<file path="config.mk">
export PLATFORM = sky130hd
export DESIGN_NAME = rf_wr_arbiter_flat
export DESIGN_NICKNAME = d
export VERILOG_FILES = /design/src/rtl/rf_wr_arbiter_if.sv /design/src/rtl/rf_wr_arbiter.sv /design/src/flat_wrapper.sv
export SDC_FILE = /design/constraint.sdc
export NUM_CORES = 1
export LEC_CHECK = 0
export ABC_CLOCK_PERIOD_IN_PS = 6600
export BUFFER_PORTS_ARGS = -buffer_cell sky130_fd_sc_hd__buf_2
export CAP_MARGIN = 20
export CELL_PAD_IN_SITES_DETAIL_PLACEMENT = 0
export CELL_PAD_IN_SITES_GLOBAL_PLACEMENT = 1
export CORE_MARGIN = 4
export CORE_UTILIZATION = 51
export CTS_CLUSTER_SIZE = 10
export DETAILED_ROUTE_END_ITERATION = 10
export PLACE_DENSITY_LB_ADDON = 0.25
export RECOVER_POWER = 25
export SYNTH_ARGS = -nofsm -noshare
export SYNTH_HDL_FRONTEND = slang
export SYNTH_SLANG_ARGS = --single-unit
</file>
<file path="constraint.sdc">
create_clock -name clk -period 6.6 [get_ports clk]
set_clock_uncertainty 0.1 [all_clocks]
set_input_delay 0.33 -clock clk [delete_from_list [all_inputs] [get_ports clk]]
set_output_delay 0.33 -clock clk [all_outputs]
set_load 0.03 [all_outputs]
</file>
<file path="src/rtl/rf_wr_arbiter_if.sv">
// Bundle of the writeback, auxiliary-producer, hazard-query and GRF write-port
// signals around rf_wr_arbiter.
interface rf_wr_arbiter_if;
  logic        wb_en;
  logic [4:0]  wb_a3;
  logic [31:0] wb_wd;
  logic [31:0] wb_pc;
  logic        wb_stall;

  logic        aux_valid;
  logic        aux_ready;
  logic [4:0]  aux_a3;
  logic [31:0] aux_wd;
  logic [31:0] aux_pc;

  logic [4:0]  q_a1;
  logic [4:0]  q_a2;
  logic        hit1;
  logic        hit2;

  logic        rf_we;
  logic [4:0]  rf_a3;
  logic [31:0] rf_wd;
  logic [31:0] rf_pc;

  modport master (
    output wb_en, wb_a3, wb_wd, wb_pc,
    output aux_valid, aux_a3, aux_wd, aux_pc,
    output q_a1, q_a2,
    input  wb_stall, aux_ready, hit1, hit2,
    input  rf_we, rf_a3, rf_wd, rf_pc
  );

  modport slave (
    input  wb_en, wb_a3, wb_wd, wb_pc,
    input  aux_valid, aux_a3, aux_wd, aux_pc,
    input  q_a1, q_a2,
    output wb_stall, aux_ready, hit1, hit2,
    output rf_we, rf_a3, rf_wd, rf_pc
  );
endinterface

</file>
<file path="src/rtl/rf_wr_arbiter.sv">
// Shares the GRF write port between W-stage writeback and a buffered auxiliary
// producer; writeback wins unless the FIFO head has starved for MAX_WAIT cycles.
module rf_wr_arbiter #(
  parameter int DEPTH    = 4,
  parameter int MAX_WAIT = 3
) (
  input  logic           clk,
  input  logic           reset,
  rf_wr_arbiter_if.slave bus
);

  localparam int PW = (DEPTH < 2) ? 1 : $clog2(DEPTH);
  localparam int OW = PW + 1;
  localparam int CW = (MAX_WAIT < 1) ? 1 : $clog2(MAX_WAIT + 1);

  logic [4:0]       fifo_a3 [DEPTH];
  logic [31:0]      fifo_wd [DEPTH];
  logic [31:0]      fifo_pc [DEPTH];
  logic [DEPTH-1:0] fifo_vld;
  logic [PW-1:0]    wr_ptr;
  logic [PW-1:0]    rd_ptr;
  logic [OW-1:0]    occ;
  logic [CW-1:0]    cnt;

  logic        non_empty;
  logic        full;
  logic        push;
  logic        push_store;
  logic        wb_req;
  logic        force_slot;
  logic        grant_wb;
  logic        grant_fifo;
  logic        head_vld;
  logic        hit1_c;
  logic        hit2_c;

  logic        rf_we_q;
  logic [4:0]  rf_a3_q;
  logic [31:0] rf_wd_q;
  logic [31:0] rf_pc_q;

  assign non_empty  = (occ != '0);
  assign full       = (occ == OW'(DEPTH));
  assign push       = bus.aux_valid && !full;
  // Writes to $0 complete the handshake but never take a slot.
  assign push_store = push && (bus.aux_a3 != 5'd0);
  assign wb_req     = bus.wb_en && (bus.wb_a3 != 5'd0);
  assign force_slot = non_empty && (cnt == CW'(MAX_WAIT));
  assign grant_fifo = non_empty && (force_slot || !wb_req);
  assign grant_wb   = wb_req && !force_slot;
  assign head_vld   = fifo_vld[rd_ptr];

  assign bus.aux_ready = !full;
  assign bus.wb_stall  = force_slot && wb_req;

  always_comb begin
    hit1_c = 1'b0;
    hit2_c = 1'b0;
    for (int i = 0; i < DEPTH; i++) begin
      if (fifo_vld[i] && (fifo_a3[i] == bus.q_a1)) hit1_c = 1'b1;
      if (fifo_vld[i] && (fifo_a3[i] == bus.q_a2)) hit2_c = 1'b1;
    end
    if (push_store && (bus.aux_a3 == bus.q_a1)) hit1_c = 1'b1;
    if (push_store && (bus.aux_a3 == bus.q_a2)) hit2_c = 1'b1;
    if (bus.q_a1 == 5'd0) hit1_c = 1'b0;
    if (bus.q_a2 == 5'd0) hit2_c = 1'b0;
  end

  assign bus.hit1 = hit1_c;
  assign bus.hit2 = hit2_c;

  // Payload needs no reset; only the valid bits qualify it.
  always_ff @(posedge clk) begin
    if (push_store) begin
      fifo_a3[wr_ptr] <= bus.aux_a3;
      fifo_wd[wr_ptr] <= bus.aux_wd;
      fifo_pc[wr_ptr] <= bus.aux_pc;
    end
  end

  always_ff @(posedge clk or negedge reset) begin
    if (!reset) begin
      fifo_vld <= '0;
      wr_ptr   <= '0;
      rd_ptr   <= '0;
      occ      <= '0;
      cnt      <= '0;
    end else begin
      // A granted writeback makes older buffered values to the same register stale.
      if (grant_wb) begin
        for (int i = 0; i < DEPTH; i++) begin
          if (fifo_a3[i] == bus.wb_a3) fifo_vld[i] <= 1'b0;
        end
      end
      if (grant_fifo) begin
        fifo_vld[rd_ptr] <= 1'b0;
        rd_ptr           <= rd_ptr + PW'(1);
      end
      // Placed after the squash so a same-cycle push to that register stays valid.
      if (push_store) begin
        fifo_vld[wr_ptr] <= 1'b1;
        wr_ptr           <= wr_ptr + PW'(1);
      end
      case ({push_store, grant_fifo})
        2'b10:   occ <= occ + OW'(1);
        2'b01:   occ <= occ - OW'(1);
        default: occ <= occ;
      endcase
      if (!non_empty || grant_fifo)
        cnt <= '0;
      else if (cnt != CW'(MAX_WAIT))
        cnt <= cnt + CW'(1);
    end
  end

  always_ff @(posedge clk or negedge reset) begin
    if (!reset) begin
      rf_we_q <= 1'b0;
      rf_a3_q <= '0;
      rf_wd_q <= '0;
      rf_pc_q <= '0;
    end else if (grant_wb) begin
      rf_we_q <= 1'b1;
      rf_a3_q <= bus.wb_a3;
      rf_wd_q <= bus.wb_wd;
      rf_pc_q <= bus.wb_pc;
    end else if (grant_fifo && head_vld) begin
      rf_we_q <= 1'b1;
      rf_a3_q <= fifo_a3[rd_ptr];
      rf_wd_q <= fifo_wd[rd_ptr];
      rf_pc_q <= fifo_pc[rd_ptr];
    end else begin
      rf_we_q <= 1'b0;
    end
  end

  assign bus.rf_we = rf_we_q;
  assign bus.rf_a3 = rf_a3_q;
  assign bus.rf_wd = rf_wd_q;
  assign bus.rf_pc = rf_pc_q;

endmodule

</file>
<file path="src/flat_wrapper.sv">
// flat-port wrapper written by rule: the top's interface ports become plain ports
module rf_wr_arbiter_flat 
#(
  parameter int DEPTH    = 4,
  parameter int MAX_WAIT = 3
)
  (clk, reset, bus_wb_en, bus_wb_a3, bus_wb_wd, bus_wb_pc, bus_aux_valid, bus_aux_a3, bus_aux_wd, bus_aux_pc, bus_q_a1, bus_q_a2, bus_wb_stall, bus_aux_ready, bus_hit1, bus_hit2, bus_rf_we, bus_rf_a3, bus_rf_wd, bus_rf_pc);
  rf_wr_arbiter_if bus_i ();
  input  logic clk;
  input  logic reset;
  input wire logic [$bits(bus_i.wb_en)-1:0] bus_wb_en;
  input wire logic [$bits(bus_i.wb_a3)-1:0] bus_wb_a3;
  input wire logic [$bits(bus_i.wb_wd)-1:0] bus_wb_wd;
  input wire logic [$bits(bus_i.wb_pc)-1:0] bus_wb_pc;
  input wire logic [$bits(bus_i.aux_valid)-1:0] bus_aux_valid;
  input wire logic [$bits(bus_i.aux_a3)-1:0] bus_aux_a3;
  input wire logic [$bits(bus_i.aux_wd)-1:0] bus_aux_wd;
  input wire logic [$bits(bus_i.aux_pc)-1:0] bus_aux_pc;
  input wire logic [$bits(bus_i.q_a1)-1:0] bus_q_a1;
  input wire logic [$bits(bus_i.q_a2)-1:0] bus_q_a2;
  output wire logic [$bits(bus_i.wb_stall)-1:0] bus_wb_stall;
  output wire logic [$bits(bus_i.aux_ready)-1:0] bus_aux_ready;
  output wire logic [$bits(bus_i.hit1)-1:0] bus_hit1;
  output wire logic [$bits(bus_i.hit2)-1:0] bus_hit2;
  output wire logic [$bits(bus_i.rf_we)-1:0] bus_rf_we;
  output wire logic [$bits(bus_i.rf_a3)-1:0] bus_rf_a3;
  output wire logic [$bits(bus_i.rf_wd)-1:0] bus_rf_wd;
  output wire logic [$bits(bus_i.rf_pc)-1:0] bus_rf_pc;
  assign bus_i.wb_en = bus_wb_en;
  assign bus_i.wb_a3 = bus_wb_a3;
  assign bus_i.wb_wd = bus_wb_wd;
  assign bus_i.wb_pc = bus_wb_pc;
  assign bus_i.aux_valid = bus_aux_valid;
  assign bus_i.aux_a3 = bus_aux_a3;
  assign bus_i.aux_wd = bus_aux_wd;
  assign bus_i.aux_pc = bus_aux_pc;
  assign bus_i.q_a1 = bus_q_a1;
  assign bus_i.q_a2 = bus_q_a2;
  assign bus_wb_stall = bus_i.wb_stall;
  assign bus_aux_ready = bus_i.aux_ready;
  assign bus_hit1 = bus_i.hit1;
  assign bus_hit2 = bus_i.hit2;
  assign bus_rf_we = bus_i.rf_we;
  assign bus_rf_a3 = bus_i.rf_a3;
  assign bus_rf_wd = bus_i.rf_wd;
  assign bus_rf_pc = bus_i.rf_pc;
  rf_wr_arbiter #(.DEPTH(DEPTH), .MAX_WAIT(MAX_WAIT)) u_core (.clk(clk), .reset(reset), .bus(bus_i));
endmodule
</file>
==> qor.yml <==
die:
  placeableCoreArea_sq_um: 28200
  floorplan.io_pins: 226
  die-width_um: 178
  placement_rows: 61
  die_h_um: 178
  dieArea_sq_um: 31700
  effective_utilization_at_floorplan: 0.524
global_route:
  vias_in_the_first_global_route: 9581
  initial_antenna_violation_count: 5
  grt_usage: 0.217
  grt_remaining_overflow: 0
  grt_max_degree: 93
  grt_first_pass_wirelength_mm: 52.9
power:
  p_int_uw: 5360
  clock_power_share: 0.257
  switching_share: 0.341
  power-per-cell-area_nw_per_um2: 437
  total_leakage_power_uw: 0.00690
  power_frac_comb: 0.319
  seq_power_share: 0.424
  worst_ir_drop_vdd_mv: 0.300
  net-switching-power_uw: 2770
timing:
  finalMaxSlewViolations: 0
  hold_viol_final: 0
  least_margin_pin_slew_ns: 0.926
  min_period_over_period: 0.540
  final_period_minus_worst_setup_slack_ns: 3.57
  highest_achievable_clock_rate_ghz: 0.280
  grt_setup_unrepaired: "no"
  setup_violations: 0
  tns_ns: 0
  timing.max_slew.rel_slack: 0.383
critical_path:
  critical_path_peak_fanout: 92
  rr_startpoint: "u_core.occ[0]"
  critPathCaptureType: "flip-flop"
  critical_path_arrival_ns: 3.89
  worst_r2r_path_depth: 7
  cp-start-kind: "flip-flop"
  worst-setup-path-type: "flip-flop to flip-flop"
  crit_required_ns: 6.93
  reg2reg_slack_ns: 3.03
  worstReg2RegEnd: "u_core.bus.rf_pc[23]"
clock_network:
  cts_made_buffers: 42
  cts_tree: "yes"
  clock_tree.root_cell: "sky130_fd_sc_hd__clkbuf_16"
  postCtsResizedCells: 0
  clock_tree.htree_level_count: 2
  maximum_root_to_sink_buffer_count: 3
  worstSkewPairLatency_ns: 0.52
  clkSlewWorstSetupHoldPaths_ns: 0.05
  tritoncts_num_sinks: 359
detailed_routing:
  detailroute.via_count: 9037
  detail_route.wirelength_mm: 34.1
  drt_drc_violations_left: 0
  via_to_cell_ratio: 5.36
  detailedRoute.firstPassIterationCount: 5
  route.antenna.remaining_nets: 0
  routed_wire_length_per_instance_um: 20.2
  drtIter0Drc: 586
outcome:
  status: "complete, no violations"
logic_synthesis:
  synth_fp_nets: 1090
  yosys_register_bits: 359
  syn-mean-instance-area_sq_um: 15.9
  synth.lib_cells_used.distinct: 42
  syn_inst: 927
  seq_area_frac_synth: 0.703
  yosysWarningCount: 0
  cell_area_after_synthesis_sq_um: 14700
finish:
  layout_common_cells: "276 x sky130_fd_sc_hd__edfxtp_1, 173 x sky130_fd_sc_hd__buf_2, 134 x sky130_fd_sc_hd__nand2_1"
  area_growth_syn_to_layout_pct: 26.1
  final_area_sq_um: 18600
  layout_commonest_cell: "sky130_fd_sc_hd__edfxtp_1"
  drive_gt1_frac: 0.240
  num-fill-cells: 2058
  nets: 1434
hold_path:
  hold_start: "bus_wb_wd[24]"
  holdPathStages: 3
  hold_end: "u_core.bus.rf_wd[24]"
  hold_path_class: "primary input to flip-flop"
placement:
  gp_congestion: 0.874
  detailed_place_hpwl_mm: 20.6
  placement.io_buffers: 225
  total_placed_instance_area_sq_um: 16100
job:
  timing.max_cap.violations: 0
## flip-flops by register name, indices dropped and copies added, names as in the netlist, 2 cells and up
| register | cells |
|---|---|
| u_core.bus.rf_a3 | 5 |
| u_core.bus.rf_pc | 32 |
| u_core.bus.rf_wd | 32 |
| u_core.cnt | 2 |
| u_core.fifo_a3 | 20 |
| u_core.fifo_pc | 128 |
| u_core.fifo_vld | 4 |
| u_core.fifo_wd | 128 |
| u_core.occ | 3 |
| u_core.rd_ptr | 2 |
| u_core.wr_ptr | 2 |
## cells by family (layout without fill, tap and decap cells)
logic type | count (synthesis) | count (layout) | synth area share
xor gates and xnor gates | 75 | 75 | 0.0445
muxes | 71 | 71 | 0.108
other | 0 | 3 | 0
DFF | 359 | 359 | 0.703
adders and majority gates | 11 | 11 | 0.00984
buffers and inverters | 74 | 451 | 0.0246
AOI/OAI and AO/OA | 84 | 84 | 0.0381
and+or+nand+nor | 253 | 253 | 0.0725
## layer usage
| layer | track usage | wire, um | up-vias |
|---|---|---|---|
| met3 | 0.0388 | 1910 | 56 |
| met2 | 0.368 | 17000 | 272 |
| met5 | 0 | 22 | - |
| met1 | 0.293 | 14400 | 4532 |
| met4 | 0.0616 | 708 | 4 |
| li1 | - | - | 4173 |
## what timing repair did
| item | in CTS | in global routing |
|---|---|---|
| endpoints found under the hold margin | 356 | 0 |
| hold buffers | 128 | 0 |
| setup buffers | 0 | 0 |
## power by group through the flow
stage	clock (uW)	sequential [uW]	combinational, uW
finish	2090	3450	2590
global route	2240	3520	2820
CTS	2140	3450	2640
detailed placement	0	3490	2560
global placement	0	3470	2530
floorplan	0	3780	1570
## worst max path at each step
stage	startpoint	end	slack, ns	depth (start not counted)
3_5_place_dp	u_core.occ[0]	u_core.bus.rf_pc[13]	3.02	6
3_3_place_gp	u_core.cnt[0]	u_core.bus.rf_pc[17]	3.10	7
5_1_grt	u_core.occ[0]	u_core.bus.rf_wd[1]	2.74	7
2_1_floorplan	u_core.occ[2]	u_core.fifo_a3[0][0]	3.27	4
4_1_cts	u_core.occ[0]	u_core.bus.rf_pc[13]	3.00	6
6_report	u_core.occ[0]	u_core.bus.rf_pc[23]	3.03	7
## synthesized netlist by cell type (all sizes together)
library cell | count | share of area
edfxtp | 276 | 0.56
nand2 | 134 | 0.034
dfrtp | 83 | 0.14
nor2 | 72 | 0.018
mux4 | 70 | 0.11
a31oi | 64 | 0.027
xor2 | 50 | 0.030
clkbuf | 41 | 0.010
xnor2 | 25 | 0.015
buf | 22 | 0.011
inv | 11 | 0.0028
ha | 10 | 0.0085
nand3 | 9 | 0.0031
nor4 | 9 | 0.0048
nand4 | 8 | 0.0034
nor3 | 6 | 0.0020
and2 | 5 | 0.0021
a31o | 4 | 0.0024
o22ai | 4 | 0.0017
o21ai | 3 | 0.0010
or4 | 3 | 0.0015
nor2b | 2 | 0.00085
o22a | 2 | 0.0012
or2 | 2 | 0.00085
a211oi | 1 | 0.0014
a21o | 1 | 0.00051
a21oi | 1 | 0.00034
a221o | 1 | 0.00068
and3 | 1 | 0.00042
fa | 1 | 0.0014
mux2i | 1 | 0.00068
o211a | 1 | 0.00068
o21a | 1 | 0.00051
o31a | 1 | 0.00059
or3 | 1 | 0.00042
or3b | 1 | 0.00059
## critical path, stage by stage, from the launching register on
cell	delay, ns
sky130_fd_sc_hd__dfrtp_1	0.42
sky130_fd_sc_hd__o31a_1	0.35
sky130_fd_sc_hd__a211oi_4	0.22
sky130_fd_sc_hd__buf_4	0.67
sky130_fd_sc_hd__or2_4	0.57
sky130_fd_sc_hd__buf_4	0.80
sky130_fd_sc_hd__nor2_1	0.10
sky130_fd_sc_hd__a31oi_1	0.19
## through the flow
stage | setup WS, ns | util | hold slack, ns | power (uW) | cells
after floorplan | 3.27 | - | -0.0656 | 5340 | 927
after global placement | 3.10 | 0.572 | 0.251 | 6000 | 1477
after detailed placement | 3.02 | 0.572 | 0.244 | 6060 | 1477
after CTS | 3.00 | 0.662 | 0.00856 | 8230 | 1682
after global routing | 2.74 | 0.660 | 0.0304 | 8570 | 1685
final | 3.03 | 0.660 | 0.0358 | 8130 | 1685
## area by class of cell
cell class              instances  area, sq um  share of cell area
clock buffers                  73         1210              0.0650
flip-flops and latches        359        10400               0.558
inverters                      11         41.3             0.00222
diodes                          3         7.51            0.000404
clock inverters                 4         43.8             0.00235
repair buffers                363         2420               0.130
well taps                     378          473              0.0254
multi-input cells             494         4030               0.217
Note: power is estimated with default switching activity, not from simulation.
